## src/rtl/ram_cmd_arbiter_if.sv

```systemverilog
// ram_cmd_arbiter_if: requester-side bundle of the RAM command arbiter.
// NREQ requesters, addr/wdata packed 8 bits per requester.
interface ram_cmd_arbiter_if #(
  parameter int NREQ = 2
);
  logic [NREQ-1:0]   req;
  logic [NREQ-1:0]   req_we;
  logic [NREQ*8-1:0] req_addr;
  logic [NREQ*8-1:0] req_wdata;
  logic [NREQ-1:0]   ack;
  logic [7:0]        rdata;
  logic              err;

  modport master (
    output req, req_we, req_addr, req_wdata,
    input  ack, rdata, err
  );

  modport slave (
    input  req, req_we, req_addr, req_wdata,
    output ack, rdata, err
  );
endinterface

```

## src/rtl/ram_cmd_arbiter.sv

```systemverilog
// ram_cmd_arbiter: round-robin sharing of the RAM command port.
// Define ADDR_CACHE_EN to skip ADDR when the RAM already holds the address.
module ram_cmd_arbiter #(
  parameter int NREQ       = 2,
  parameter int RD_TIMEOUT = 4
) (
  input  logic             clk,
  input  logic             rst_n,
  ram_cmd_arbiter_if.slave bus,
  output logic [9:0]       ram_din,
  output logic             ram_rx_valid,
  input  logic [7:0]       ram_dout,
  input  logic             ram_tx_valid
);
  localparam int IW = $clog2(NREQ);
  localparam int CW = $clog2(RD_TIMEOUT + 1);

  typedef logic [IW-1:0] idx_t;

  typedef enum logic [2:0] {
    IDLE,
    ADDR,
    DATA,
    WAIT_RD,
    DONE
  } state_t;

  state_t          state;
  idx_t            last;
  idx_t            win;
  idx_t            nxt;
  logic            we_q;
  logic [7:0]      wdata_q;
  logic [CW-1:0]   cnt;
  logic            sel_we;
  logic [7:0]      sel_addr;
  logic [7:0]      sel_wdata;
  logic [NREQ-1:0] win_oh;
  logic            hit;

  function automatic logic [9:0] data_cmd(
    input logic       we,
    input logic [7:0] d
  );
    return we ? {2'b01, d} : {2'b11, 8'h00};
  endfunction

  // Lowest k (closest after last) is assigned last, so it wins.
  always_comb begin
    nxt = last;
    for (int k = NREQ; k >= 1; k--) begin
      if (bus.req[idx_t'((int'(last) + k) % NREQ)])
        nxt = idx_t'((int'(last) + k) % NREQ);
    end
  end

  always_comb begin
    sel_we    = 1'b0;
    sel_addr  = 8'h00;
    sel_wdata = 8'h00;
    win_oh    = '0;
    for (int i = 0; i < NREQ; i++) begin
      if (idx_t'(i) == nxt) begin
        sel_we    = bus.req_we[i];
        sel_addr  = bus.req_addr[8*i +: 8];
        sel_wdata = bus.req_wdata[8*i +: 8];
      end
      win_oh[i] = (idx_t'(i) == win);
    end
  end

`ifdef ADDR_CACHE_EN
  logic [7:0] wr_sh;
  logic [7:0] rd_sh;
  logic       wr_v;
  logic       rd_v;

  always_comb begin
    if (sel_we)
      hit = wr_v && (wr_sh == sel_addr);
    else
      hit = rd_v && (rd_sh == sel_addr);
  end

  // Shadows track the RAM's own address registers.
  always_ff @(posedge clk or negedge rst_n) begin
    if (!rst_n) begin
      wr_sh <= 8'h00;
      rd_sh <= 8'h00;
      wr_v  <= 1'b0;
      rd_v  <= 1'b0;
    end else if (state == IDLE && |bus.req && !hit) begin
      if (sel_we) begin
        wr_sh <= sel_addr;
        wr_v  <= 1'b1;
      end else begin
        rd_sh <= sel_addr;
        rd_v  <= 1'b1;
      end
    end
  end
`else
  assign hit = 1'b0;
`endif

  always_ff @(posedge clk or negedge rst_n) begin
    if (!rst_n) begin
      state        <= IDLE;
      last         <= idx_t'(NREQ - 1);
      win          <= '0;
      we_q         <= 1'b0;
      wdata_q      <= 8'h00;
      cnt          <= '0;
      bus.ack      <= '0;
      bus.rdata    <= 8'h00;
      bus.err      <= 1'b0;
      ram_din      <= 10'h000;
      ram_rx_valid <= 1'b0;
    end else begin
      unique case (state)
        IDLE: begin
          bus.ack      <= '0;
          ram_rx_valid <= 1'b0;
          if (|bus.req) begin
            win          <= nxt;
            we_q         <= sel_we;
            wdata_q      <= sel_wdata;
            ram_rx_valid <= 1'b1;
            if (hit) begin
              state   <= DATA;
              ram_din <= data_cmd(sel_we, sel_wdata);
            end else begin
              state   <= ADDR;
              ram_din <= {sel_we ? 2'b00 : 2'b10, sel_addr};
            end
          end
        end
        ADDR: begin
          state        <= DATA;
          ram_din      <= data_cmd(we_q, wdata_q);
          ram_rx_valid <= 1'b1;
        end
        DATA: begin
          ram_rx_valid <= 1'b0;
          cnt          <= '0;
          if (we_q) begin
            state   <= DONE;
            bus.ack <= win_oh;
            bus.err <= 1'b0;
          end else begin
            state <= WAIT_RD;
          end
        end
        WAIT_RD: begin
          if (ram_tx_valid) begin
            bus.rdata <= ram_dout;
            bus.err   <= 1'b0;
            bus.ack   <= win_oh;
            state     <= DONE;
          end else if (cnt == CW'(RD_TIMEOUT - 1)) begin
            bus.rdata <= 8'h00;
            bus.err   <= 1'b1;
            bus.ack   <= win_oh;
            state     <= DONE;
          end else begin
            cnt <= cnt + 1'b1;
          end
        end
        DONE: begin
          bus.ack <= '0;
          last    <= win;
          cnt     <= '0;
          state   <= IDLE;
        end
        default: state <= IDLE;
      endcase
    end
  end
endmodule

```

## src/flat_wrapper.sv

```systemverilog
// flat-port wrapper written by rule: the top's interface ports become plain ports
module ram_cmd_arbiter_flat 
#(
  parameter int NREQ       = 2,
  parameter int RD_TIMEOUT = 4
)
  (clk, rst_n, ram_din, ram_rx_valid, ram_dout, ram_tx_valid, bus_req, bus_req_we, bus_req_addr, bus_req_wdata, bus_ack, bus_rdata, bus_err);
  ram_cmd_arbiter_if #(.NREQ(NREQ)) bus_i ();
  input  logic clk;
  input  logic rst_n;
  output logic [9:0] ram_din;
  output logic ram_rx_valid;
  input  logic [7:0] ram_dout;
  input  logic ram_tx_valid;
  input wire logic [$bits(bus_i.req)-1:0] bus_req;
  input wire logic [$bits(bus_i.req_we)-1:0] bus_req_we;
  input wire logic [$bits(bus_i.req_addr)-1:0] bus_req_addr;
  input wire logic [$bits(bus_i.req_wdata)-1:0] bus_req_wdata;
  output wire logic [$bits(bus_i.ack)-1:0] bus_ack;
  output wire logic [$bits(bus_i.rdata)-1:0] bus_rdata;
  output wire logic [$bits(bus_i.err)-1:0] bus_err;
  assign bus_i.req = bus_req;
  assign bus_i.req_we = bus_req_we;
  assign bus_i.req_addr = bus_req_addr;
  assign bus_i.req_wdata = bus_req_wdata;
  assign bus_ack = bus_i.ack;
  assign bus_rdata = bus_i.rdata;
  assign bus_err = bus_i.err;
  ram_cmd_arbiter #(.NREQ(NREQ), .RD_TIMEOUT(RD_TIMEOUT)) u_core (.clk(clk), .rst_n(rst_n), .bus(bus_i), .ram_din(ram_din), .ram_rx_valid(ram_rx_valid), .ram_dout(ram_dout), .ram_tx_valid(ram_tx_valid));
endmodule
```

## config.mk

```make
export PLATFORM = sky130hd
export DESIGN_NAME = ram_cmd_arbiter_flat
export DESIGN_NICKNAME = d
export VERILOG_FILES = /design/src/rtl/ram_cmd_arbiter_if.sv /design/src/rtl/ram_cmd_arbiter.sv /design/src/flat_wrapper.sv
export SDC_FILE = /design/constraint.sdc
export NUM_CORES = 1
export LEC_CHECK = 0
export CORE_ASPECT_RATIO = 1.2
export CORE_MARGIN = 5
export CORE_UTILIZATION = 35
export CTS_CLUSTER_SIZE = 24
export DETAILED_ROUTE_END_ITERATION = 8
export MAX_ROUTING_LAYER = met4
export PLACE_DENSITY = 0.66
export SLEW_MARGIN = 20
export SYNTH_ARGS = -nofsm -noshare
export SYNTH_HDL_FRONTEND = slang
export SYNTH_SLANG_ARGS = --single-unit
```

## constraint.sdc

```tcl
create_clock -name clk -period 5 [get_ports clk]
set_clock_uncertainty 0.15 [all_clocks]
set_input_delay 1 -clock clk [delete_from_list [all_inputs] [get_ports clk]]
set_output_delay 1 -clock clk [all_outputs]
set_load 0.01 [all_outputs]
```

==> results of run 1 <==
cells by family (layout without fill, tap and decap cells):
group	Yosys count	in the layout
fa+ha+maj	2	2
simple gates	31	31
buf+inv	14	82
flops	39	39
compound gates	59	59
mux	21	21
registers in the layout (all words and copies together) (netlist names):
signal and flops:
u_core.ram_din 10, u_core.bus.rdata 8, u_core.wdata_q 8, u_core.cnt 3, u_core.state 3, u_core.bus.ack 2, u_core.bus.err 1, u_core.last 1
u_core.ram_rx_valid 1, u_core.we_q 1, u_core.win 1
layer usage:
| metal | part of all wire (%) | vias up | global-route usage, % |
|---|---|---|---|
| li1 | - | 737 | - |
| met1 | 43 | 688 | 16.4 |
| met2 | 45 | 53 | 20.7 |
| met3 | 10 | 7 | 6.02 |
| met4 | 1.6 | 0 | 4.29 |
| met5 | 0 | - | - |
layout make-up:
cell class	count	area (um2)
inverters	4	15.0
well taps	60	75.1
repair buffers	70	691
clock buffers	8	100
fillers	474	2340
flip-flops and latches	39	977
multi-input cells	113	772
worst min-delay path, delay by kind of cell (launching register included):
kind	cells	cell delay (ns)
AOI/OAI and AO/OA	1	0.06
DFF	1	0.35
and+or+nand+nor	1	0.05
worst paths after layout:
check	to	cells after the start	start
min in group asynchronous	u_core.wdata_q[4]	1	rst_n
worst min-delay path	u_core.wdata_q[5]	2	u_core.wdata_q[5]
worst max-delay path	u_core.ram_din[5]	4	bus_req[1]
max in group asynchronous	u_core.bus.rdata[1]	1	rst_n
worst min register to register	u_core.wdata_q[5]	2	u_core.wdata_q[5]
worst max register to register	u_core.bus.ack[1]	6	u_core.cnt[0]
report_power, final:
group / internal (mW) / switching, mW / total (mW)
registers: 0.461 / 0.113 / 0.573
logic: 0.347 / 0.292 / 0.639
clock network: 0.126 / 0.105 / 0.231
total: 0.934 / 0.510 / 1.44
through the flow:
stage	setup slack (ns)	instances
2_1_floorplan	2.77	166
3_5_place_dp	2.08	286
6_report	2.37	294
3_3_place_gp	1.94	286
5_1_grt	2.23	294
4_1_cts	2.40	294
placed cells by master, fill, tap and decap left out, types with 2 or more instances in the layout:
cell	instances
a21oi_1	3
a22o_1	12
a22oi_1	9
buf_4	2
clkbuf_8	7
clkdlybuf4s50_1	67
dfrtp_1	38
ha_1	2
inv_1	4
mux2_4	2
mux2i_1	17
nand2_1	17
nor2_1	8
o21a_1	2
o21ai_0	27
==> results_dict.tcl, run 1 <==
set metrics [dict create \
    status "complete, no violations" \
    cts.clk_slew.worst_paths_ns 0.07 \
    cts-root-buf "clkbuf_8" \
    cap_violations 0 \
    hold_viol 0 \
    relSlewSlack_pct 42.0 \
    syn_area_um2 1800 \
    ios 69 \
    endpoint_kind "flop" \
    gp_congestion 0.780 \
    synth_compound_area_share_pct 21.1 \
    die_w_um 75.5 \
    drtAntennaViolNets 0 \
    dpl-instance-area_um2 2530 \
    crit_path_top_delay_cell "o211ai_1" \
    port_buffers 68 \
    clockBufferDepth 2 \
    insertedDiodeCount 0 \
    power_density_nw_per_um2 549 \
    path_buf_inv 2 \
    synth_edf_count 0 \
    tritoncts "built" \
    grt_pass1_vias 1477 \
    htreeDepth 2 \
    synth-xor-area-share_pct 0 \
    leakage_nw 1.14 \
    hold_class "flop to flop" \
    grt_usage_pct 13.7 \
    netlist_top_cells_count "38 x dfrtp_1, 27 x o21ai_0, 18 x mux2i_1" \
    cpPeakStageDelay_ns 0.70 \
    tns_ns 0 \
    critical_path_class "input pin to flop" \
    crit_fanout 20 \
    async_flop_share_pct 100 \
    area_delta_synth_final_pct 46.1 \
    worst_ep_arrival_time_ns 2.65 \
    synthTopCellsByArea "dfrtp_1 53%, mux2i_1 10%, o21ai_0 7.5%, a22o_1 5.8%, a22oi_1 3.8%" \
    ys_warn_count 0 \
    rows 28 \
    synth-adder-area-share_pct 1.39 \
    clock_latency_ns 0.29 \
    r2r_slack_ns 2.86 \
    drive_gt1_share_pct 7.26 \
    finalInstanceArea_um2 2630 \
    yosysSeqAreaShare_pct 54.3 \
    critPathTopFamily "buffers and inverters" \
    clock-sinks 39 \
    synth_cell_types 29 \
    vias 1485 \
    grt_max_degree 40 \
    drtPass1Iterations 4 \
    synth_nets 215 \
    start_util_pct 36.2 \
    antenna_found_initial 0 \
    synthMuxAreaShare_pct 12.3 \
    utilization_pct 52.9 \
    wl_per_cell_um 14.0 \
    required_ns 5.02 \
    rsz0062_at_grt "no" \
    viasPerCell 5.05 \
    globalRouteOverflowTotal 0 \
    cts_made_buffers 5 \
    avgSynthCellArea_um2 10.8 \
    cts.repair.resized 0 \
    grt_pass1_wl_um 6750 \
    synth_ff_type "dfrtp_1" \
    worst_slew_pin_slew_ns 0.870 \
    drc 0 \
    synth_top_area_share_pct 52.8 \
    period_minus_slack_ns 2.63 \
    finalHoldWorstSlack_ns 0.334 \
    dieArea_um2 6680 \
    fp.dieH_um 88.6 \
    crit_chain "clkdlybuf4s50_1 -> o211ai_1 -> buf_4 -> o21ai_0" \
    synth-simple-area-share_pct 7.57 \
    yosysTopAreaCell "dfrtp_1" \
    dr.first_iter.drc_count 90 \
    dp_hpwl_um 3080 \
    ir_drop_mv 0.195 \
    synth_most_common_cell "dfrtp_1" \
    yosys_register_bits 39 \
    fmax_ghz 0.380 \
    fin_total_pwr_mw 1.44 \
    worstSetupStartpointType "input pin" \
    core_um2 4970 \
    wl_um 4130 \
    cts_hold_repair.buffers 0 \
    setup_viol 0 \
    final_nets 282 \
    drv_slew 0 \
    min_period_over_period_pct 52.7 \
    cts_setup_buffers 0 \
    syn-instance-count 166 \
    synth_top_family_by_area "compound AO/OA/AOI/OAI gates" \
]
Power figures use the tool's default switching activity.
==> inputs of run 2 (changes only) <==
- PLACE_DENSITY: 0.66 -> 0.69
- clock period: 5 -> 2.3 ns (I/O delays scaled with it)
==> run 2 against run 1 <==
Against the previous run: non-clock buffer count increased by 5; critical endpoint is now u_core.bus.ack[0]; clock power increased by 88%; largest cell class unchanged; critical path type is now flop to flop; core utilization increased by 0.53 points.
==> results_dict.tcl, run 2 (synthesized netlist as in run 1, its figures left out) <==
set metrics [dict create \
    grt_pass1_vias 1534 \
    cts_hold_repair.buffers 0 \
    htreeDepth 2 \
    cts.repair.resized 0 \
    final_cell_mix "67 x clkdlybuf4s50_1, 38 x dfrtp_1, 27 x o21ai_0" \
    tns_ns 0 \
    min_period_over_period_pct 84.9 \
    start_util_pct 36.2 \
    reg_top3 "u_core.ram_din: 10 flops, u_core.bus.rdata: 8 flops, u_core.wdata_q: 8 flops" \
    grt_usage_pct 13.9 \
    worst_slew_pin_slew_ns 0.485 \
    required_ns 2.32 \
    cts.clk_slew.worst_paths_ns 0.07 \
    dp_hpwl_um 3220 \
    met2_usage_pct 22.5 \
    drive_gt1_share_pct 8.37 \
    globalRouteOverflowTotal 0 \
    worst_ep_arrival_time_ns 1.98 \
    gp_congestion 0.777 \
    fp.dieH_um 88.6 \
    vias 1511 \
    ios 69 \
    rsz0062_at_grt "no" \
    drv_slew 0 \
    dr.first_iter.drc_count 52 \
    crit-reg2reg-capture "u_core.bus.ack[0]" \
    cp_common_cell "ha_1" \
    insertedDiodeCount 0 \
    cap_violations 0 \
    port_buffers 68 \
    wl_per_cell_um 14.1 \
    grt_pass1_wl_um 6890 \
    relSlewSlack_pct 67.5 \
    rows 28 \
    cts_setup_buffers 0 \
    ir_drop_mv 0.459 \
    hold_viol 0 \
    rr_worst_depth 6 \
    die_w_um 75.5 \
    leakage_nw 1.16 \
    cpPeakStageDelay_ns 0.40 \
    core_um2 4970 \
    grt_util_met3_pct 6.36 \
    dieArea_um2 6680 \
    dpl-instance-area_um2 2570 \
    viasPerCell 5.05 \
    period_minus_slack_ns 1.95 \
    fmax_ghz 0.512 \
    endpoint_kind "flop" \
    hold_class "input pin to asynchronous set/reset pin" \
    cts-root-buf "clkbuf_8" \
    status "complete, no violations" \
    grt_max_degree 40 \
    drtPass1Iterations 4 \
    layout_commonest_cell "clkdlybuf4s50_1" \
    clock_latency_ns 0.28 \
    drtAntennaViolNets 0 \
    wl_um 4210 \
    clockBufferDepth 2 \
    setup_viol 0 \
    antenna_found_initial 0 \
    tritoncts "built" \
    cts_made_buffers 5 \
    top_register "u_core.ram_din" \
    grt.busiest_layer "met2" \
    layout.cells.non_filler 299 \
    area_delta_synth_final_pct 47.5 \
    crit_path_top_delay_cell "dfrtp_1" \
    dp_cells 291 \
    fin_total_pwr_mw 3.12 \
    critical_path_class "flop to flop" \
    largest_reg_flops 10 \
    final_nets 287 \
    clock-sinks 39 \
    finalInstanceArea_um2 2660 \
    worstSetupStartpointType "flop" \
    power_density_nw_per_um2 1180 \
    use_met1_pct 15.6 \
    crit_chain "ha_1 -> ha_1 -> nor2_1 -> or3_1 -> o21a_1 -> mux2_4" \
    reg2reg_from "u_core.cnt[0]" \
    r2r_slack_ns 0.35 \
    drc 0 \
    crit_fanout 4 \
]
[run 2: cell count changes in the layout (fill, tap and decap cells not counted), sizes merged]
cell and delta:
buf +5, clkinv +1, clkbuf -1
[run 2: worst max path at each step]
| stage | start | end | slack, ns | cells after the start |
|---|---|---|---|---|
| CTS | u_core.cnt[0] | u_core.bus.ack[1] | 0.34 | 6 |
| global placement | ram_tx_valid | u_core.bus.ack[0] | 0.17 | 5 |
| finish | u_core.cnt[0] | u_core.bus.ack[0] | 0.35 | 6 |
| detailed placement | ram_tx_valid | u_core.bus.ack[1] | 0.14 | 5 |
| global route | u_core.cnt[0] | u_core.bus.ack[0] | 0.25 | 6 |
| floorplan | u_core.cnt[0] | u_core.bus.ack[0] | 0.36 | 7 |
[run 2: stage by stage]
step	hold slack, ns	worst slack [ns]	util, %
final	0.0735	0.347	53.4
after global routing	0.117	0.255	53.4
after CTS	0.0739	0.340	53.4
after detailed placement	0.321	0.138	51.8
after global placement	0.316	0.166	51.8
after floorplan	0.0144	0.362	-
[run 2: final cells by class]
class | count | area, um2
Multi-Input combinational cell | 113 | 767
Inverter | 4 | 15.0
Timing Repair Buffer | 75 | 741
Sequential cell | 39 | 977
Fill cell | 466 | 2320
Clock buffer | 7 | 76.3
Tap cell | 60 | 75.1
Clock inverter | 1 | 5.00
[run 2: power breakdown]
part	total (mW)	switching (mW)	internal, mW
clock	0.434	0.221	0.213
combinational	1.44	0.646	0.799
sequential	1.25	0.245	1.00
total	3.12	1.11	2.01
[run 2: per-layer routing]
metal | part of all wire (%) | vias to the layer above
met5 | 0 | -
met4 | 1.1 | 0
met3 | 12 | 5
li1 | - | 745
met2 | 46 | 57
met1 | 41 | 704
[run 2: worst max-delay path: cells and delay by family (launching register included)]
family,cells,cell delay (ns)
adder cells (fa/ha/maj),2,0.39
multiplexers,1,0.30
flip-flops,1,0.40
AND/OR/NAND/NOR,2,0.44
AO/OA/AOI/OAI,1,0.16
